**src/rtl/recip_ratio_mul.sv**
```systemverilog
// Signed QF divider: ratio = num * (1/|den|) using an external reciprocal unit.
// Define RATIO_SAT_EN to clamp overflowing results; otherwise the result wraps.
module recip_ratio_mul #(
  parameter int W           = 32,
  parameter int F           = 16,
  parameter int TIMEOUT_CYC = 64
) (
  input  logic         clk,
  input  logic         rst_n,
  input  logic         in_valid,
  output logic         in_ready,
  input  logic [W-1:0] num_in,
  input  logic [W-1:0] den_in,
  output logic         recip_start,
  output logic [W-1:0] recip_den,
  input  logic         recip_done,
  input  logic [W-1:0] recip_val,
  input  logic         recip_invalid,
  output logic         out_valid,
  input  logic         out_ready,
  output logic [W-1:0] ratio_out,
  output logic         ratio_err
);

  localparam int MAG_W = 2*W + 1 - F;
  localparam int CNT_W = $clog2(TIMEOUT_CYC + 1);
  localparam logic [CNT_W-1:0] CNT_LAST = CNT_W'(TIMEOUT_CYC - 1);
  localparam logic [W-1:0] MIN_NEG = {1'b1, {(W-1){1'b0}}};
`ifdef RATIO_SAT_EN
  localparam logic [W-1:0]     MAX_POS   = {1'b0, {(W-1){1'b1}}};
  localparam logic [MAG_W-1:0] POS_LIMIT = {{(MAG_W-W+1){1'b0}}, {(W-1){1'b1}}};
  localparam logic [MAG_W-1:0] NEG_LIMIT = {{(MAG_W-W){1'b0}}, MIN_NEG};
`endif

  typedef enum logic [2:0] {
    IDLE = 3'd0,
    REQ  = 3'd1,
    WAIT = 3'd2,
    MUL  = 3'd3,
    SAT  = 3'd4,
    OUT  = 3'd5
  } state_t;

  state_t state, state_nxt;

  // run_q keeps in_ready low while reset is asserted and rises on the first edge after.
  logic             run_q;
  logic [W-1:0]     num_q;
  logic             sign_q;
  logic [W-1:0]     recip_q;
  logic [CNT_W-1:0] cnt_q;
  logic [MAG_W-1:0] mag_q;

  logic             accept;
  logic             den_bad;
  logic             timeout;
  logic [W-1:0]     den_abs;
  logic [W:0]       num_ext;
  logic [W:0]       num_abs;
  logic [2*W:0]     product;
  logic [W-1:0]     signed_low;
  logic [W-1:0]     sat_result;

  assign in_ready    = run_q && (state == IDLE);
  assign recip_start = (state == REQ);
  assign out_valid   = (state == OUT);

  assign accept  = in_ready && in_valid;
  assign den_bad = (den_in == '0) || (den_in == MIN_NEG);
  assign den_abs = den_in[W-1] ? -den_in : den_in;
  assign timeout = (cnt_q == CNT_LAST) && !recip_done;

  // Magnitude of the numerator needs W+1 bits so the most negative value survives.
  assign num_ext    = {num_q[W-1], num_q};
  assign num_abs    = num_q[W-1] ? -num_ext : num_ext;
  assign product    = {{W{1'b0}}, num_abs} * {{(W+1){1'b0}}, recip_q};
  assign signed_low = sign_q ? W'(-mag_q) : W'(mag_q);

`ifdef RATIO_SAT_EN
  logic overflow;
  assign overflow   = sign_q ? (mag_q > NEG_LIMIT) : (mag_q > POS_LIMIT);
  assign sat_result = overflow ? (sign_q ? MIN_NEG : MAX_POS) : signed_low;
`else
  assign sat_result = signed_low;
`endif

  // NOTE: sequential state uses non-blocking assignments only, so every
  // register samples the values from before the edge.
  always_ff @(posedge clk or negedge rst_n) begin
    if (!rst_n) begin
      state <= IDLE;
    end else begin
      state <= state_nxt;
    end
  end

  // NOTE: state_nxt gets its default first so every path assigns it and no
  // latch is inferred.
  always_comb begin
    state_nxt = state;
    case (state)
      IDLE: begin
        if (accept) begin
          state_nxt = den_bad ? OUT : REQ;
        end
      end
      REQ:  state_nxt = WAIT;
      WAIT: begin
        if (recip_done) begin
          state_nxt = recip_invalid ? OUT : MUL;
        end else if (timeout) begin
          state_nxt = OUT;
        end
      end
      MUL:  state_nxt = SAT;
      SAT:  state_nxt = OUT;
      OUT: begin
        if (out_ready) begin
          state_nxt = IDLE;
        end
      end
      default: state_nxt = IDLE;
    endcase
  end

  always_ff @(posedge clk or negedge rst_n) begin
    if (!rst_n) begin
      run_q     <= 1'b0;
      num_q     <= '0;
      sign_q    <= 1'b0;
      recip_q   <= '0;
      cnt_q     <= '0;
      mag_q     <= '0;
      recip_den <= '0;
      ratio_out <= '0;
      ratio_err <= 1'b0;
    end else begin
      run_q <= 1'b1;
      case (state)
        IDLE: begin
          if (accept) begin
            num_q  <= num_in;
            sign_q <= num_in[W-1] ^ den_in[W-1];
            if (den_bad) begin
              ratio_out <= '0;
              ratio_err <= 1'b1;
            end else begin
              recip_den <= den_abs;
            end
          end
        end
        REQ: cnt_q <= '0;
        WAIT: begin
          // recip_den is left untouched here so the reciprocal unit sees a stable operand.
          if (recip_done) begin
            recip_q <= recip_val;
            if (recip_invalid) begin
              ratio_out <= '0;
              ratio_err <= 1'b1;
            end
          end else if (timeout) begin
            ratio_out <= '0;
            ratio_err <= 1'b1;
          end else begin
            cnt_q <= cnt_q + CNT_W'(1);
          end
        end
        MUL: mag_q <= MAG_W'(product >> F);
        SAT: begin
          ratio_out <= sat_result;
          ratio_err <= 1'b0;
        end
        default: ;
      endcase
    end
  end

endmodule

```
**config.mk**
```make
export PLATFORM = sky130hd
export DESIGN_NAME = recip_ratio_mul
export DESIGN_NICKNAME = d
export VERILOG_FILES = /design/src/rtl/recip_ratio_mul.sv
export SDC_FILE = /design/constraint.sdc
export NUM_CORES = 2
export LEC_CHECK = 0
export CORE_ASPECT_RATIO = 1.2
export CORE_MARGIN = 3
export CORE_UTILIZATION = 35
export CTS_CLUSTER_DIAMETER = 50
export CTS_CLUSTER_SIZE = 14
export DETAILED_ROUTE_END_ITERATION = 16
export PLACE_DENSITY = 0.49
export SLEW_MARGIN = 20
export SYNTH_ARGS = -nofsm -noshare
export SYNTH_HDL_FRONTEND = slang
export SYNTH_SLANG_ARGS = --single-unit
```
**constraint.sdc**
```tcl
create_clock -name clk -period 11.4 [get_ports clk]
set_input_delay 2.85 -clock clk [delete_from_list [all_inputs] [get_ports clk]]
set_output_delay 2.85 -clock clk [all_outputs]
set_load 0.02 [all_outputs]
```
* Word-level counts from Yosys, hierarchy flattened
Cells that the tools add are included.
** Word-level totals
- Word-level logic and storage cells :: 71
- Bits in registers :: 173
- Output and inout port bits :: 68
- Input port bits :: 102
** Cells by class
- Bitwise logic cells :: 2
- Reductions and logical operators :: 15
- Add/sub/neg operators :: 4
- Multiplexer cells :: 25
- $mul :: 1
- Equal/unequal tests :: 14
** Operators by type and width (count)
- $mux 32 :: 7
- $pmux 32 s3 :: 1
- $neg 32->32 :: 2
- $mul 33x32->48 :: 1
- $mux 33 :: 1
- $neg 33->33 :: 1
- $eq 32x32->1 const B :: 1
- $logic_not 32->1 :: 1
- $mux 3 :: 6
- $pmux 3 s6 :: 1
- $mux 7 :: 2
- $pmux 7 s2 :: 1
- $reduce_and 3->1 :: 3
- $ne 2x2->1 const B :: 4
- $add 7x1->7 const B :: 1
- $eq 7x6->1 const B :: 1
- $eq 3x2->1 const B :: 2
- $eq 3x3->1 const B :: 2
- $ne 3x3->1 const B :: 2
- $mux 1 :: 5
- $reduce_and 5->1 :: 1
- $reduce_and 2->1 :: 2
- $eq 3x1->1 const B :: 1
- $logic_and 1x1->1 :: 3
- 9 further kinds :: 9

* Logic depth before layout (Yosys ltp)
- Depth after elaboration :: 5
- Mapped depth :: 37

* Worst setup path after synthesis
OpenSTA, ideal clock, no wires.
- Path type :: register to register
- From :: reg num_q[13]
- To :: reg mag_q[30]
- Buffers on the path :: 1
- Arrival :: 8.934 ns
- Stages on the path, launching flop included :: 30
- Path slack :: 2.333 ns
- Data required time :: 11.267 ns
- Cells stage by stage :: dfrtp_1 -> or4_1 -> or2_4 -> or3_4 -> o41ai_1 -> xnor2_1 -> clkbuf_1 -> and2_1 -> fa_1 -> fa_1 -> fa_1 -> inv_1 -> fa_1 -> inv_1 -> fa_1 -> fa_1 -> fa_1 -> fa_1 -> ha_1 -> a21o_1 -> a21o_1 -> a21o_1 -> a2111oi_0 -> o211ai_1 -> nor2_1 -> o21ai_0 -> a221o_1 -> a21oi_1 -> xor2_1 -> o21ai_0
** On the way
- Cells in the longest elaborated chain, start to end :: 3
** Ends and longest elaborated chain
- start, declared :: line 48 : logic [W-1:0] num_q;
- start signal, assigned :: line 142 : num_q <= num_in;
- $neg 33->33 :: line 75 : assign num_abs = num_q[W-1] ? -num_ext : num_ext;
- $mux 33 (*) :: line 75
- $mul 33x32->48 (*) :: line 76 : assign product = {{W{1'b0}}, num_abs} * {{(W+1){1'b0}}, recip_q};
- end signal, assigned :: line 168 : MUL: mag_q <= MAG_W'(product >> F);
- end, declared :: line 52 : logic [MAG_W-1:0] mag_q;
Mark *: on every way between the ends. The rest lies on a longest branch, timed or not.
A chain may end at the register's enable or synchronous reset.

* Final worst setup path
- From :: reg num_q[1]
- To :: reg mag_q[31]
The elaborated chain is that of the path after synthesis.

==> key figures <==
Outcome
  – Run status: finished clean

Route
  – DRT iter0 DRCs: 1180
  – Drt pass-1 iters: 5
  – Final wirelength: ~110 mm
  – Routed vias/inst: 4.789
  – DR vias: ~25000
  – DRC viols: 0
  – Post-DR wirelength/cell: between 15 and 20 um
  – Post-DRT Antenna Nets: 0

Flow run
  – Maxcap violations: 0

Timing
  – Pins Over Slew Limit: 0
  – Hold Slack: roughly 500 ps
  – Achievable Freq: between 90 and 100 MHz
  – RSZ-0062 raised after global routing: no
  – Setup violators final: 0
  – Final Skew: 17.85 ps
  – Final Hold Fails: 0
  – Final min period: 10040 ps
  – Slew of the pin with the lowest slew margin: 1138 ps
  – Slew Limit Headroom: 23.74%
  – Setup TNS: 0 ps
  – Fin crit share: 88.08%

Synthesis
  – Average cell area after synthesis: between 9 and 10 um2
  – Total number of yosys warnings: 0
  – Synth unique cells: 58
  – FFs w/ async S/R, synth: 100.0%
  – Gate Count Post-Synth: 3846
  – Mapped Area: 0.03587 mm2
  – Number of synthesized flops with an enable pin: 0
  – Sequential area share after synthesis: 12.07%
  – Synthesis-stage register bit count: 173
  – Synth Flop Type: dfrtp_1

Global route
  – Grt total ovfl: 0
  – Tot GR Track Use: about a fifth
  – First-pass GRT wire length: 168.1 mm
  – Initial antenna violation count: 6
  – Largest net degree at the start of global routing: 76
  – Number of global-route vias before repair: 28390

Layout
  – Filler cell count: 10400
  – Register area: roughly 0.0043 mm2
  – Most common cell after layout, fill and taps aside: fa_1
  – Layout cells sized above 1: 4.907%
  – Most frequent cells in the layout: fa_1 (792), inv_1 (767), nand2_1 (574), and2_1 (536), ha_1 (174)
  – Fin util: 39.39%
  – Multi-input logic area: roughly 0.028 mm2
  – Area grow syn2layout: 11.52%
  – Final nets: 4988

Placed design
  – Hpwl dp: between 80 and 90 mm
  – Global placer's final weighted congestion: roughly 0.84
  – Buffers on Ports: between 150 and 200

CTS
  – Hold buffer count at CTS: 0
  – Clock sink total: 173
  – Clock transition at the registers of the reported paths: 80 ps
  – CTS tree: done
  – Resized cells post-CTS: 0
  – Worst skew pair latency: a little over 500 ps
  – Htree depth: 4
  – Deepest clock path buffer count: 2
  – CTS root buffer: clkbuf_16
  – Postcts setup bufs: 0
  – CTS buffer count: 17

Floorplan
  – Num ports: 170
  – Initial core utilization: 35.33%
  – Chip width: 298.2 um
  – Rows: ~130
  – Die Y: 356.7 um
  – CORE AREA: between 0.1 and 0.15 mm2
  – Die ar.: 0.1064 mm2

Worst setup path
  – Crit-path most repeated cell: fa_1
  – Setup Crit Path Kind: reg -> reg
  – Kind of end point of the critical path: flop
  – CP max stage delay: 630 ps
  – Data required, critical path: about 12000 ps
  – Max FO, Critical Path: 12
  – Critical path arrival: ~10000 ps
  – Critical Path Start Type: flop
  – Worst path slowest cell: fa_1

Hold path
  – Worst hold path class: reg -> reg
-- cell type report --
| type | instances | area share, % |
|---|---|---|
| Inverter | 767 | 7.198 |
| Multi-Input combinational cell | 2710 | 70.36 |
| Timing Repair Buffer | 251 | 5.809 |
| Antenna cell | 2 | 0.01251 |
| Sequential cell | 173 | 10.82 |
| Clock buffer | 17 | 1.064 |
| Clock inverter | 15 | 0.4630 |
| Tap cell | 1365 | 4.270 |
-- logic make-up after synthesis --
logic type | count (synthesis) | synth area share, %
flip-flops | 173 | 12.07
multiplexers | 40 | 1.242
other | 2 | 0.02094
adder cells (fa/ha/maj) | 966 | 50.27
AO/OA/AOI/OAI | 265 | 4.497
buffers and inverters | 977 | 10.22
XOR/XNOR | 151 | 3.802
AND/OR/NAND/NOR | 1272 | 17.87
-- state kept, by name, indices dropped and copies added, names as in the netlist --
signal / count
ratio_out: 32
mag_q: 32
recip_den: 32
cnt_q: 7
ratio_err: 1
state: 3
run_q: 1
num_q: 32
recip_q: 32
sign_q: 1
-- worst max-delay path, delay by kind of cell (launching register included) --
family / cells / cell delay (ps)
simple gates: 9 / 2190
xor+xnor: 2 / 780
compound gates: 5 / 1250
fa+ha+maj: 10 / 4750
buf+inv: 5 / 580
flops: 1 / 410
-- stage by stage --
stage          worst slack [ps]  std cells  area, um2
6_report                   1359       5300      40000
3_3_place_gp               1437       5266      39380
3_5_place_dp               1307       5266      39380
2_1_floorplan              2333       3860      35920
5_1_grt                   799.8       5298      39990
4_1_cts                    1263       5298      39990
-- cells in the mapped netlist, types with 6 or more instances --
library cell  count  area [um2]
nor4_1            6       37.54
nand3_1          11       55.05
buf_1             6       22.52
a21o_1           10       75.07
nand2b_1          7       43.79
xor2_1           75       656.9
mux2_2           36       405.4
nor3_1            8       40.04
nand2_1         574        2155
or2_2             6       37.54
fa_1            792       15860
nand4_1           9       56.30
ha_1            174        2177
a21oi_1          66       330.3
dfrtp_1         173        4329
nor2b_1          11       68.82
o21ai_0         105       525.5
clkbuf_1        204       765.7
xnor2_1          73       639.4
o41ai_1          14       122.6
or4_1            17       127.6
and2_1          536        3353
or3_1             8       50.05
o31ai_1          30       225.2
inv_1           767        2879
nor2_1           63       236.5
-- layer usage --
| metal | wire length [um] | track usage, % |
|---|---|---|
| met1 | 43210 | 25.77 |
| met2 | 54410 | 37.27 |
| met3 | 4726 | 3.183 |
| met4 | 2788 | 5.932 |
| met5 | 0 | 0 |
-- final timing paths --
path,startpoint,end,slack [ps],depth (start not counted)
min in group asynchronous,rst_n,recip_q[16],2370,1
worst max register to register,num_q[1],mag_q[31],1360,31
worst max-delay path,num_q[1],mag_q[31],1360,31
worst min register to register,ratio_out[4],ratio_out[4],490,2
max in group asynchronous,rst_n,recip_q[14],7040,3
worst min-delay path,ratio_out[4],ratio_out[4],490,2
Power is left out: the tool's default activity adds up to more than one toggle a clock period on the data nets, which glitch-free logic cannot reach.
